`src/rtl/bus_arbiter_pkg.sv`:
```
// Shared types, defaults and helpers for the round-robin bus arbiter.
package bus_arb_pkg;

  // Arbiter FSM: IDLE (bus free) and GRANT (one owner drives the bus)
  typedef enum logic [0:0] {
    IDLE  = 1'b0,
    GRANT = 1'b1
  } arb_state_e;

  localparam int DEF_DATA_W = 16;
  // Helper width limits: NUM_REQ is bounded to 2..16
  localparam int MAX_REQ    = 16;
  localparam int MAX_IDX_W  = 4;

  // Index -> one-hot at the widest supported requester count; callers truncate
  function automatic logic [MAX_REQ-1:0] onehot_from_idx(input logic [MAX_IDX_W-1:0] idx);
    onehot_from_idx = {{(MAX_REQ-1){1'b0}}, 1'b1} << idx;
  endfunction

endpackage

```
`src/rtl/bus_arbiter_if.sv`:
```
// Requester/bus bundle between the arbiter (master) and the agents/consumer (slave).
interface bus_arbiter_if
  import bus_arb_pkg::*;
#(
  parameter int NUM_REQ = 4,
  parameter int DATA_W  = DEF_DATA_W
);
  logic [NUM_REQ-1:0]         req_i;
  logic [NUM_REQ*DATA_W-1:0]  req_data_i;
  logic                       bus_ready_i;
  logic [NUM_REQ-1:0]         gnt_o;
  logic [DATA_W-1:0]          bus_data_o;
  logic                       bus_valid_o;
  logic [$clog2(NUM_REQ)-1:0] owner_o;
  logic                       busy_o;

  modport master (
    input  req_i, req_data_i, bus_ready_i,
    output gnt_o, bus_data_o, bus_valid_o, owner_o, busy_o
  );

  modport slave (
    output req_i, req_data_i, bus_ready_i,
    input  gnt_o, bus_data_o, bus_valid_o, owner_o, busy_o
  );
endinterface

```
`src/rtl/bus_arbiter_rr_pick.sv`:
```
// Combinational circular priority picker: first set request at or after ptr_i.
module rr_pick #(
  parameter int N = 4
) (
  input  logic [N-1:0]         req_i,
  input  logic [$clog2(N)-1:0] ptr_i,
  output logic                 found_o,
  output logic [$clog2(N)-1:0] idx_o
);
  localparam int IW = $clog2(N);

  logic [2*N-1:0] dbl_s;
  logic [N-1:0]   rot_s;
  logic [IW-1:0]  off_s;
  logic [IW:0]    sum_s;

  // Rotate the request vector so ptr_i lands at bit 0
  assign dbl_s = {req_i, req_i};
  assign rot_s = N'(dbl_s >> ptr_i);

  // Lowest set bit of the rotated vector; scanning downward lets the lowest win
  always_comb begin
    found_o = 1'b0;
    off_s   = {IW{1'b0}};
    for (int j = N - 1; j >= 0; j--) begin
      off_s   = rot_s[j] ? IW'(j) : off_s;
      found_o = found_o | rot_s[j];
    end
  end

  // Undo the rotation modulo N (N need not be a power of two)
  assign sum_s = {1'b0, ptr_i} + {1'b0, off_s};
  assign idx_o = (sum_s >= (IW+1)'(N)) ? IW'(sum_s - (IW+1)'(N)) : sum_s[IW-1:0];

endmodule

```
`src/rtl/bus_arbiter.sv`:
```
// Round-robin arbiter: grants one requester at a time, forwards its beats,
// and bounds each tenure to MAX_BURST accepted beats.
module bus_arbiter
  import bus_arb_pkg::*;
#(
  parameter int NUM_REQ   = 4,
  parameter int DATA_W    = DEF_DATA_W,
  parameter int MAX_BURST = 8
) (
  input  logic           clk,
  input  logic           rst,
  bus_arbiter_if.master  bus
);
  localparam int IW = $clog2(NUM_REQ);
  localparam int CW = $clog2(MAX_BURST + 1);

  arb_state_e         state_q, state_d;
  logic [IW-1:0]      ptr_q, ptr_d;
  logic [IW-1:0]      owner_q, owner_d;
  logic [NUM_REQ-1:0] gnt_q, gnt_d;
  logic [CW-1:0]      beat_cnt_q, beat_cnt_d;

  logic               pick_found_s;
  logic [IW-1:0]      pick_idx_s;
  logic [IW:0]        ptr_inc_s;
  logic [IW-1:0]      ptr_next_s;
  logic               in_grant_s;
  logic               owner_req_s;
  logic               accept_s;
  logic [DATA_W-1:0]  data_mux_s;

  rr_pick #(.N(NUM_REQ)) u_rr_pick (
    .req_i   (bus.req_i),
    .ptr_i   (ptr_q),
    .found_o (pick_found_s),
    .idx_o   (pick_idx_s)
  );

  // Search start for the next arbitration: one past the winner, modulo NUM_REQ
  always_comb begin
    ptr_inc_s = {1'b0, pick_idx_s} + {{IW{1'b0}}, 1'b1};
    if (ptr_inc_s == (IW+1)'(NUM_REQ)) begin
      ptr_next_s = {IW{1'b0}};
    end else begin
      ptr_next_s = ptr_inc_s[IW-1:0];
    end
  end

  // gnt_q is one-hot on the owner during GRANT, so masking gives the owner's request
  assign in_grant_s  = (state_q == GRANT);
  assign owner_req_s = |(bus.req_i & gnt_q);
  assign accept_s    = in_grant_s && owner_req_s && bus.bus_ready_i;

  // Select the owner's data slice; non-owners never reach the bus
  always_comb begin
    data_mux_s = {DATA_W{1'b0}};
    for (int k = 0; k < NUM_REQ; k++) begin
      data_mux_s = (owner_q == IW'(k)) ? bus.req_data_i[k*DATA_W +: DATA_W] : data_mux_s;
    end
  end

  // FSM next state: arbitrate in IDLE, count beats and release in GRANT
  always_comb begin
    state_d    = state_q;
    ptr_d      = ptr_q;
    owner_d    = owner_q;
    gnt_d      = gnt_q;
    beat_cnt_d = beat_cnt_q;
    case (state_q)
      IDLE: begin
        if (pick_found_s) begin
          state_d    = GRANT;
          owner_d    = pick_idx_s;
          ptr_d      = ptr_next_s;
          gnt_d      = NUM_REQ'(onehot_from_idx(MAX_IDX_W'(pick_idx_s)));
          beat_cnt_d = {CW{1'b0}};
        end else begin
          gnt_d      = {NUM_REQ{1'b0}};
        end
      end
      GRANT: begin
        // Release on owner drop, or when the final beat of the burst is accepted
        if (!owner_req_s || (accept_s && (beat_cnt_q == CW'(MAX_BURST - 1)))) begin
          state_d    = IDLE;
          gnt_d      = {NUM_REQ{1'b0}};
          beat_cnt_d = {CW{1'b0}};
        end else if (accept_s) begin
          beat_cnt_d = beat_cnt_q + {{(CW-1){1'b0}}, 1'b1};
        end else begin
          beat_cnt_d = beat_cnt_q;
        end
      end
      default: begin
        state_d    = IDLE;
        gnt_d      = {NUM_REQ{1'b0}};
        beat_cnt_d = {CW{1'b0}};
      end
    endcase
  end

  // State registers with asynchronous reset to the idle, search-from-0 state
  always_ff @(posedge clk or posedge rst) begin
    if (rst) begin
      state_q    <= IDLE;
      ptr_q      <= {IW{1'b0}};
      owner_q    <= {IW{1'b0}};
      gnt_q      <= {NUM_REQ{1'b0}};
      beat_cnt_q <= {CW{1'b0}};
    end else begin
      state_q    <= state_d;
      ptr_q      <= ptr_d;
      owner_q    <= owner_d;
      gnt_q      <= gnt_d;
      beat_cnt_q <= beat_cnt_d;
    end
  end

  assign bus.gnt_o       = gnt_q;
  assign bus.owner_o     = owner_q;
  assign bus.busy_o      = in_grant_s;
  assign bus.bus_valid_o = in_grant_s && owner_req_s;
  assign bus.bus_data_o  = in_grant_s ? data_mux_s : {DATA_W{1'b0}};

endmodule

```
`src/flat_wrapper.sv`:
```
// flat-port wrapper written by rule: the top's interface ports become plain ports
module bus_arbiter_flat import bus_arb_pkg::*;
#(
  parameter int NUM_REQ   = 4,
  parameter int DATA_W    = DEF_DATA_W,
  parameter int MAX_BURST = 8
)
  (clk, rst, bus_req_i, bus_req_data_i, bus_bus_ready_i, bus_gnt_o, bus_bus_data_o, bus_bus_valid_o, bus_owner_o, bus_busy_o);
  bus_arbiter_if #(.NUM_REQ(NUM_REQ), .DATA_W(DATA_W)) bus_i ();
  input  logic clk;
  input  logic rst;
  input wire logic [$bits(bus_i.req_i)-1:0] bus_req_i;
  input wire logic [$bits(bus_i.req_data_i)-1:0] bus_req_data_i;
  input wire logic [$bits(bus_i.bus_ready_i)-1:0] bus_bus_ready_i;
  output wire logic [$bits(bus_i.gnt_o)-1:0] bus_gnt_o;
  output wire logic [$bits(bus_i.bus_data_o)-1:0] bus_bus_data_o;
  output wire logic [$bits(bus_i.bus_valid_o)-1:0] bus_bus_valid_o;
  output wire logic [$bits(bus_i.owner_o)-1:0] bus_owner_o;
  output wire logic [$bits(bus_i.busy_o)-1:0] bus_busy_o;
  assign bus_i.req_i = bus_req_i;
  assign bus_i.req_data_i = bus_req_data_i;
  assign bus_i.bus_ready_i = bus_bus_ready_i;
  assign bus_gnt_o = bus_i.gnt_o;
  assign bus_bus_data_o = bus_i.bus_data_o;
  assign bus_bus_valid_o = bus_i.bus_valid_o;
  assign bus_owner_o = bus_i.owner_o;
  assign bus_busy_o = bus_i.busy_o;
  bus_arbiter #(.NUM_REQ(NUM_REQ), .DATA_W(DATA_W), .MAX_BURST(MAX_BURST)) u_core (.clk(clk), .rst(rst), .bus(bus_i));
endmodule
```
`config.mk`:
```
export PLATFORM = sky130hd
export DESIGN_NAME = bus_arbiter_flat
export DESIGN_NICKNAME = d
export VERILOG_FILES = /design/src/rtl/bus_arbiter_pkg.sv /design/src/rtl/bus_arbiter_if.sv /design/src/rtl/bus_arbiter_rr_pick.sv /design/src/rtl/bus_arbiter.sv /design/src/flat_wrapper.sv
export SDC_FILE = /design/constraint.sdc
export NUM_CORES = 1
export LEC_CHECK = 0
export ABC_AREA = 1
export BUFFER_PORTS_ARGS = -buffer_cell sky130_fd_sc_hd__buf_2
export CAP_MARGIN = 20
export CORE_MARGIN = 10
export CORE_UTILIZATION = 39
export CTS_CLUSTER_DIAMETER = 200
export CTS_CLUSTER_SIZE = 12
export DETAILED_ROUTE_END_ITERATION = 8
export GPL_TIMING_DRIVEN = 0
export PLACE_DENSITY = 0.77
export SETUP_SLACK_MARGIN = 0.05
export SYNTH_ARGS = -nofsm -noshare
export SYNTH_HDL_FRONTEND = slang
export SYNTH_SLANG_ARGS = --single-unit
```
`constraint.sdc`:
```
create_clock -name clk -period 2.8 [get_ports clk]
set_input_delay 0.42 -clock clk [delete_from_list [all_inputs] [get_ports clk]]
set_output_delay 0.42 -clock clk [all_outputs]
set_load 0.005 [all_outputs]
```
==> results by group <==
Logic synthesis
  • Syn_area_per_cell: 6.11 µm²
  • Synth Register Bits: 13
  • Warnings from Yosys: 0
  • Post-synth top area share: 23.9%
  • Area leader, netlist: dfrtp_1
  • Post-synth top flop: dfrtp_1
  • Fraction of registers with async set/reset: 100%
  • Top area cells in the synthesized netlist: dfrtp_1, nand2_1, nand3_1, o21ai_0, inv_1
  • Area of the mapped netlist: 1360 µm²
  • Gate Count Post-Synth: 223
  • Unique masters post-synth: 31
  • Sequential area share after synthesis: 23.9%
  • Post-synth EDFFs: 0
  • Syn_nets: 297

Route
  • Final WL: 5010 µm
  • Vias: 1806
  • Router iterations before antenna repair: 4
  • Detailed Route Iter0 Violations: 99
  • Vias per cell: 4.92
  • DR WL/cell: 13.6 µm
  • Antenna viol nets, final: 0
  • Drt drc: 0

Worst setup path
  • Crit path launch type: register
  • Depth of the most critical reg-to-reg path: 13
  • Worst path most repeated cell: buf_2
  • Crit. path cell count: 7
  • Crit-path leading delay family: simple AND/OR/NAND/NOR gates
  • Worst path cell trace: buf_2, nor2_1, nand2_1, nand3_1, o211ai_1, inv_1, buf_2
  • Required time of the critical path: 2.38 ns
  • CP max FO: 9
  • Crit path capture type: output port
  • Critical path data arrival time: 1.80 ns
  • Critical path's slowest cell: nor2_1
  • Worst path max stage delay: 0.49 ns
  • CP Buf/Inv Count: 3
  • WS Path Type: register to output port

Floorplanning
  • Starting Density: 40.5%
  • # rows: 21
  • I/O pin total: 95
  • Die W: 79.1 µm
  • Die area: 6260 µm²
  • Core Area: 3360 µm²
  • Die Ht: 79.1 µm

Clocking
  • CTS Hold Bufs: 0
  • Worst-Skew Late Latency: 0.28 ns
  • Sink Count: 13
  • Cts bufs inserted: 3
  • Post-CTS sizing: 0
  • Clock Path Buffers: 2
  • CTS tree: done
  • Clock H-tree levels: 1
  • Post-CTS Setup Inserts: 0
  • Clock-pin slew on the worst setup and hold paths: 0.08 ns
  • Clock root cell: clkbuf_4

Final layout
  • Antenna diodes: 0
  • Layout cells sized above 1: 37.1%
  • Design area: 1920 µm²
  • Nets: 396
  • Area Growth Syn to Fin: 40.7%

Power
  • Max VDD drop: 526 µV
  • P_leak: 1.13 nW
  • PD cells: 1000 nW/µm²

Global route
  • GRT Overall Usage: 15.2%
  • First-pass GRT wire length: 8020 µm
  • Grt ovf: 0
  • Initial antenna violation count: 0
  • Largest net degree at the start of global routing: 14
  • Vias in the first global route: 1685

STA
  • Max-slew headroom: 59.4%
  • Setup TNS: 0 ns
  • RSZ-0062 raised after global routing: no
  • Final hold violations: 0
  • Final setup viols: 0
  • Final period demand of the worst path: 2.22 ns
  • Max Transition Viols Final: 0
  • Layout Skew: 0.00705 ns
  • Fmax: 449 MHz
  • Crit share post-route: 79.5%
  • Worst slew pin tran: 0.607 ns

Placement
  • Post-DP Area: 1890 µm²
  • GPL Wtd Cong: 0.877
  • IO buf count: 94
  • HPWL Detailed: 4230 µm

Min path
  • Hold Crit Class: input pin to asynchronous set/reset pin

Run status
  • Status: completed

Job
  • Max-Cap Viols: 0
state kept, by name, summed over array words and instances, names as in the netlist:
name	flops
u_core.beat_cnt_q	4
u_core.bus.gnt_o	4
u_core.bus.busy_o	1
u_core.bus.owner_o	2
u_core.ptr_q	2
logic make-up after synthesis:
family | Yosys count | synth area share, %
fa+ha+maj | 3 | 2.76
simple gates | 122 | 40.5
compound gates | 51 | 22.3
flops | 13 | 23.9
buf+inv | 32 | 9.27
xor+xnor | 2 | 1.29
layout make-up:
| cell class | instances | area (µm²) |
|---|---|---|
| Timing Repair Buffer | 94 | 470 |
| Sequential cell | 13 | 325 |
| Clock buffer | 4 | 26.3 |
| Fill cell | 362 | 1450 |
| Buffer | 6 | 26.3 |
| Tap cell | 46 | 57.6 |
| Multi-Input combinational cell | 178 | 911 |
| Inverter | 26 | 100 |
cell usage after synthesis (2+ instances only):
library cell,count
nor3b_1,2
nand3b_1,2
inv_2,7
a21oi_1,6
o21ai_1,3
nand2_2,3
ha_1,3
o21ai_0,24
nand3_1,29
clkbuf_1,2
o211ai_1,9
o21ai_2,4
xor2_1,2
dfrtp_1,13
buf_2,2
nor2_1,14
nand2_1,67
inv_1,18
worst paths after layout:
path | start | end | slack (ns)
min in group clk | bus_bus_ready_i | u_core.beat_cnt_q[3]$_DFFE_PP0P_ | 0.54
worst max-delay path | u_core.bus.owner_o[0]$_DFFE_PP0P_ | bus_bus_data_o[8] | 0.58
worst min register to register | u_core.bus.gnt_o[3]$_DFFE_PP0P_ | u_core.bus.gnt_o[3]$_DFFE_PP0P_ | 0.55
worst max register to register | u_core.ptr_q[0]$_DFFE_PP0P_ | u_core.ptr_q[1]$_DFFE_PP0P_ | 0.61
worst min-delay path | rst | u_core.bus.gnt_o[3]$_DFFE_PP0P_ | 0.16
max in group asynchronous | rst | u_core.beat_cnt_q[1]$_DFFE_PP0P_ | 2.30
layout by cell type, fill, tap and decap left out, types with 2 or more instances in the layout:
cell	count
inv_1	18
nor3b_1	2
buf_2	96
inv_2	7
clkbuf_4	3
nand3_1	29
nand3b_1	2
nand2_1	67
dfrtp_1	13
xor2_1	2
clkbuf_1	3
nor2_1	14
ha_1	3
a21oi_1	6
nand2_2	3
o21ai_0	24
o21ai_1	3
o21ai_2	4
o211ai_1	9
power by group:
part | switching (mW) | internal (mW) | total (mW)
Sequential | 0.0748 | 0.253 | 0.328
Combinational | 0.905 | 0.569 | 1.47
Clock | 0.0590 | 0.0552 | 0.114
metrics by stage:
stage | worst slack (ns) | utilization, % | instances | power, mW | hold slack [ns]
2_1_floorplan | 0.850 | - | 223 | 1.34 | 0.297
3_3_place_gp | 0.649 | 56.2 | 363 | 1.78 | 0.467
3_5_place_dp | 0.607 | 56.2 | 363 | 1.81 | 0.473
4_1_cts | 0.589 | 57.0 | 367 | 1.93 | 0.171
5_1_grt | 0.346 | 57.0 | 367 | 2.18 | 0.174
6_report | 0.575 | 57.0 | 367 | 1.92 | 0.158
routing by layer:
layer	GRT usage [%]	vias up	wire length [µm]
met5	0	-	0
met4	1.43	0	31
met3	4.95	4	396
met2	27.3	64	2520
met1	17.7	796	2060
li1	-	942	-
No activity file was read; power rests on OpenSTA's default activity.
